`config.mk`:
```
export PLATFORM = sky130hd
export DESIGN_NAME = regfile_vector
export DESIGN_NICKNAME = d
export VERILOG_FILES = /design/src/rtl/regfile_vector.sv
export SDC_FILE = /design/constraint.sdc
export NUM_CORES = 2
export LEC_CHECK = 0
export ABC_CLOCK_PERIOD_IN_PS = 4750
export CAP_MARGIN = 20
export CORE_MARGIN = 4
export CORE_UTILIZATION = 60
export CTS_CLUSTER_SIZE = 8
export DETAILED_ROUTE_END_ITERATION = 16
export GPL_TIMING_DRIVEN = 1
export PLACE_DENSITY = 0.91
export SYNTH_ARGS = -nofsm -noshare
export SYNTH_HDL_FRONTEND = slang
export SYNTH_HIERARCHICAL = 1
export SYNTH_SLANG_ARGS = --single-unit
export TNS_END_PERCENT = 30
```
`constraint.sdc`:
```
create_clock -name clk -period 4.75 [get_ports clk]
set_input_delay 0.7125 -clock clk [delete_from_list [all_inputs] [get_ports clk]]
set_output_delay 0.7125 -clock clk [all_outputs]
set_load 0.02 [all_outputs]
```
`src/rtl/regfile_vector.sv`:
```
// Vector register file for the decode stage: NUM_REGS x LANES x DATA_W storage with
// per-lane masked writeback, same-cycle write-to-read bypass and a RAW scoreboard.

module regfile_vector_lane #(
    parameter int DATA_W   = 16,
    parameter int NUM_REGS = 16,
    parameter int ADDR_W   = 4
) (
    input  logic              clk,
    input  logic              reset,
    input  logic              we,
    input  logic [ADDR_W-1:0] wa,
    input  logic [DATA_W-1:0] wd,
    input  logic [ADDR_W-1:0] ra1,
    input  logic [ADDR_W-1:0] ra2,
    input  logic              re1,
    input  logic              re2,
    output logic [DATA_W-1:0] rd1,
    output logic [DATA_W-1:0] rd2
);
    logic [DATA_W-1:0] mem [NUM_REGS];

    always_ff @(posedge clk) begin
        if (reset) begin
            for (int r = 0; r < NUM_REGS; r++) mem[r] <= '0;
        end else if (we) begin
            mem[wa] <= wd;
        end
    end

    // re* is low for the hardwired zero register and out-of-range addresses.
    assign rd1 = !re1 ? '0 : (we && wa == ra1) ? wd : mem[ra1];
    assign rd2 = !re2 ? '0 : (we && wa == ra2) ? wd : mem[ra2];
endmodule

module regfile_vector #(
    parameter int  DATA_W   = 16,
    parameter int  LANES    = 4,
    parameter int  NUM_REGS = 16,
    parameter bit  ZERO_REG = 1'b1,
    localparam int ADDR_W   = (NUM_REGS > 1) ? $clog2(NUM_REGS) : 1
) (
    input  logic                    clk,
    input  logic                    reset,
    input  logic [ADDR_W-1:0]       a1,
    input  logic [ADDR_W-1:0]       a2,
    input  logic [ADDR_W-1:0]       a3,
    input  logic                    wre,
    input  logic [LANES*DATA_W-1:0] wd3,
    input  logic [LANES-1:0]        lane_mask,
    output logic [LANES*DATA_W-1:0] rd1,
    output logic [LANES*DATA_W-1:0] rd2,
    input  logic                    issue_valid,
    input  logic [ADDR_W-1:0]       issue_dst,
    output logic                    busy1,
    output logic                    busy2,
    output logic                    hazard,
    output logic [ADDR_W:0]         busy_count
);
    localparam logic [ADDR_W:0] NREGS_EXT = (ADDR_W+1)'(NUM_REGS);

    // Address names a real, writable register.
    function automatic logic live(input logic [ADDR_W-1:0] a);
        return ({1'b0, a} < NREGS_EXT) && !(ZERO_REG && a == '0);
    endfunction

    logic [LANES-1:0][DATA_W-1:0] wd_l, rd1_l, rd2_l;
    logic                         wr_live, iss_live, re1, re2;
    logic [NUM_REGS-1:0]          busy, busy_nxt;

    assign wd_l     = wd3;
    assign rd1      = rd1_l;
    assign rd2      = rd2_l;
    assign wr_live  = !reset && wre && live(a3);
    assign iss_live = !reset && issue_valid && live(issue_dst);
    assign re1      = live(a1);
    assign re2      = live(a2);

    for (genvar i = 0; i < LANES; i++) begin : gen_lane
        regfile_vector_lane #(
            .DATA_W  (DATA_W),
            .NUM_REGS(NUM_REGS),
            .ADDR_W  (ADDR_W)
        ) u_lane (
            .clk  (clk),
            .reset(reset),
            .we   (wr_live && lane_mask[i]),
            .wa   (a3),
            .wd   (wd_l[i]),
            .ra1  (a1),
            .ra2  (a2),
            .re1  (re1),
            .re2  (re2),
            .rd1  (rd1_l[i]),
            .rd2  (rd2_l[i])
        );
    end

    // Clear before set so a new producer issued alongside writeback wins.
    always_comb begin
        busy_nxt = busy;
        if (wr_live)  busy_nxt[a3]        = 1'b0;
        if (iss_live) busy_nxt[issue_dst] = 1'b1;
    end

    always_ff @(posedge clk) begin
        if (reset) busy <= '0;
        else       busy <= busy_nxt;
    end

    // A writeback this cycle satisfies the hazard since the bypass forwards it.
    assign busy1  = re1 && busy[a1] && !(wre && a3 == a1);
    assign busy2  = re2 && busy[a2] && !(wre && a3 == a2);
    assign hazard = busy1 | busy2;

    always_comb begin
        busy_count = '0;
        for (int r = 0; r < NUM_REGS; r++) busy_count += (ADDR_W+1)'(busy[r]);
    end
endmodule

```
==> run_results.csv <==
group,metric,value,unit
power,p_int,17.6,mW
power,p_sw,5.81,mW
setup_path,worstPathRequired,4040,ps
global_route,antenna_found_initial,2,
final_layout,fin_area,65200,µm²
sta,period_needed,4940,ps
global_route,grt_pass1_vias,40407,
final_layout,final_common_cell,"and2_1",
logic_synthesis,synth-edff-count,1024,
clock_network,clockRootBuffer,"clkbuf_16",
clock_network,worstSkewPairLatency,730,ps
setup_path,critPathCaptureType,"output pin",
drt,drtAntennaViolNets,0,
drt,remaining_drc_errors,0,
logic_synthesis,synth_cell_types,49,
final_layout,syn2layout_area_growth,12.9,%
logic_synthesis,synth_fa_ha_area_share,0.455,%
power,swShare,24.8,%
clock_network,htreeDepth,4,
power,power_density,359,nW/µm²
run,cap_violations,0,
clock_network,clk_pin_slew_worst_paths,50,ps
final_layout,layout.nets,4152,
logic_synthesis,ys_seq_area_share,53.8,%
placement,placed_cell_area,61200,µm²
power,pwr-share-comb,13.7,%
logic_synthesis,synth_top_cell_area_share,53.2,%
final_layout,num-fill-cells,5866,
logic_synthesis,muxShareOfSynthArea,21.3,%
drt,drtIter0Drc,6004,
logic_synthesis,synth_ff_type,"edfxtp_1",
die,coreArea,95300,µm²
sta,setup_viol,4,
drt,drt-total-wl,177000,µm
clock_network,cts_tree,"yes",
drt,vias_per_cell,7.34,
setup_path,worstSetupEndpoint,"busy_count[1]",
sta,rsz0062_at_grt,"yes",
logic_synthesis,syn_nets,3936,
setup_path,critical_path_class,"register to output pin",
sta,fmax,0.202,GHz
clock_network,cts_made_buffers,147,
final_layout,final_cell_mix,"and2_1, edfxtp_1, mux4_2, a22oi_1, clkdlybuf4s50_1",
power,clkPwrFrac,40.0,%
die,std_cell_rows,113,
final_layout,seqCellArea,31100,µm²
sta,holdWs,489,ps
hold_path,hold_path_depth,2,
drt,wl_per_cell,33.1,µm
setup_path,worst-path-buf-inv,5,
run_status,violations,"negative setup slack",
clock_network,cts_sinks,1040,
sta,slew_violations,0,
placement,dp_slack,35.0,ps
final_layout,multi_input_area,24700,µm²
placement,dpl.hpwl,108000,µm
logic_synthesis,synthArstFlopShare,0,%
drt,vias,39209,
die,ios,224,
sta,worstMarginPinSlew,985,ps
logic_synthesis,synth.cell_area,57800,µm²
setup_path,cp_slowest_cell,"fa_2",
sta,fin_crit_sh,104,%
logic_synthesis,synth_top_family_by_area,"multiplexers",
logic_synthesis,yosys.area.top_type,"edfxtp_1",
setup_path,path_common_cell,"inv_2",
logic_synthesis,yosysWarningCount,6,
global_route,gr-total-overflow,0,
global_route,track_usage,34.7,%
sta,skew,0,ps
logic_synthesis,synth-simple-area-share,14.5,%
logic_synthesis,synthCells,3833,
sta,finalHoldViolCount,0,
die,chipWidth,318,µm
hold_path,hp-class,"register to register",
global_route,grt_max_degree,68,
logic_synthesis,syn-mean-instance-area,15.1,µm²
setup_path,r2r_cells,2,
clock_network,clock_path_buffers,3,
final_layout,drive_gt1_share,21.1,%
setup_path,critPathTopFamily,"adder cells",
final_layout,finish.utilization,68.5,%
die,die_area,101000,µm²
power,ir_drop,0.324,mV
power,power,23.4,mW
setup_path,crit_chain,"inv_2, fa_1, fa_1, fa_2, fa_1, inv_2, ha_4, inv_2, fa_2, inv_2, buf_6",
setup_path,worstPathArrival,4230,ps
die,start_util,60.6,%
setup_path,cp_slowest_stage_delay,610,ps
power,power.leakage,23.4,nW
setup_path,path_max_fanout,3,
placement,io_buffers,223,
placement,place.gp.congestion,0.929,
setup_path,reg2reg_slack,3950,ps
setup_path,r2r-end,"busy[2]$_SDFF_PP0_",
logic_synthesis,yosys-top-cells-area,"edfxtp_1, mux4_2, and2_1, mux4_1, a22oi_1",
global_route,grt_pass1_wl,261000,µm
logic_synthesis,synth_compound_area_share,5.73,%
setup_path,r2r_start,"busy[2]$_SDFF_PP0_",
logic_synthesis,synth_xor_area_share,0.637,%
power,power.share.sequential,46.3,%
die,fp.dieH,318,µm
sta,max-slew-margin-rel,34.2,%
clock_network,cts_hold_buffers,0,
run_status,status,"complete, but fails checks",
sta,worst_slack,-191,ps
drt,dr.pass1.iters,8,
setup_path,cp.depth,11,
setup_path,cp-start-kind,"register",
logic_synthesis,synth_seq_cells,1040,
setup_path,critPathLaunch,"busy[0]$_SDFF_PP0_",
==> state kept, by name, indices dropped and copies added, names as in the netlist <==
register             count
gen_lane.u_lane/mem   1024
busy                    16
==> timing repair <==
item	4_1_cts	5_1_grt
pin swaps	6	8
setup buffers	3	1
cloned	0	0
endpoints found under the setup margin	5	21
gates resized for setup	32	13
==> worst reg2reg max path: stages, from the launching register on <==
cell	delay [ps]
dfxtp_1	450
o21ai_0	130
a21oi_1	140
==> cell families after synthesis <==
group                    after synthesis
AND/OR/NAND/NOR                     1407
buffers and inverters                374
adder cells (fa/ha/maj)               15
multiplexers                         526
XOR/XNOR                              42
AO/OA/AOI/OAI                        429
flip-flops                          1040
==> worst min-delay path by stage <==
stage | from | slack, ps | endpoint
3_5_place_dp | busy[11]$_SDFF_PP0_ | 490 | busy[11]$_SDFF_PP0_
2_1_floorplan | busy[11]$_SDFF_PP0_ | 470 | busy[11]$_SDFF_PP0_
5_1_grt | busy[11]$_SDFF_PP0_ | 520 | busy[11]$_SDFF_PP0_
3_3_place_gp | busy[11]$_SDFF_PP0_ | 490 | busy[11]$_SDFF_PP0_
4_1_cts | busy[11]$_SDFF_PP0_ | 490 | busy[11]$_SDFF_PP0_
6_report | busy[11]$_SDFF_PP0_ | 490 | busy[11]$_SDFF_PP0_
==> area by class of cell <==
type / count / area share (%)
antenna: 2 / 0.00767
clock buffer: 165 / 5.87
clock inverter: 11 / 0.188
inverter: 34 / 0.196
multi-input combinational: 2419 / 37.8
sequential: 1040 / 47.6
tap: 1265 / 2.43
timing repair buffer: 407 / 5.88
==> metrics by stage <==
step,TNS (ps),cells
6_report,-452,5343
5_1_grt,-1070,5341
4_1_cts,-744,5336
3_5_place_dp,0,5157
3_3_place_gp,0,5157
2_1_floorplan,0,3833
==> routing by layer <==
layer / GRT usage (%) / vias up / wire length (µm)
met1: 44.1 / 19475 / 58200
met4: 19.4 / 4 / 11400
met5: 0 / - / 23
met3: 10.4 / 808 / 25100
li1: - / 15315 / -
met2: 53.8 / 3607 / 82200
==> power groups by stage <==
| stage | Clock, mW | Sequential [mW] | Combinational [mW] |
|---|---|---|---|
| after floorplan | 0 | 10.8 | 1.93 |
| after global placement | 0 | 10.9 | 3.00 |
| after detailed placement | 0 | 11.0 | 3.06 |
| after CTS | 9.40 | 10.8 | 3.11 |
| after global routing | 9.81 | 10.9 | 3.29 |
| final | 9.35 | 10.8 | 3.21 |
==> Yosys cell counts (5+ instances only) <==
library cell / count
xnor2_1: 18
mux4_2: 383
nor2_1: 62
nor2b_1: 20
buf_2: 61
ha_1: 5
dfxtp_1: 16
buf_1: 40
fa_1: 10
xor2_1: 24
a22oi_1: 256
and2_1: 1036
and4_1: 8
nand3_1: 6
buf_6: 23
nand2b_1: 14
inv_1: 34
buf_12: 20
edfxtp_1: 1024
nand2_1: 150
a21oi_1: 16
buf_4: 24
clkbuf_1: 164
mux4_1: 133
o21ai_0: 17
nor3_2: 8
or2_2: 65
a22o_1: 128
nor3_1: 16
(Power assumes the default switching activity.)
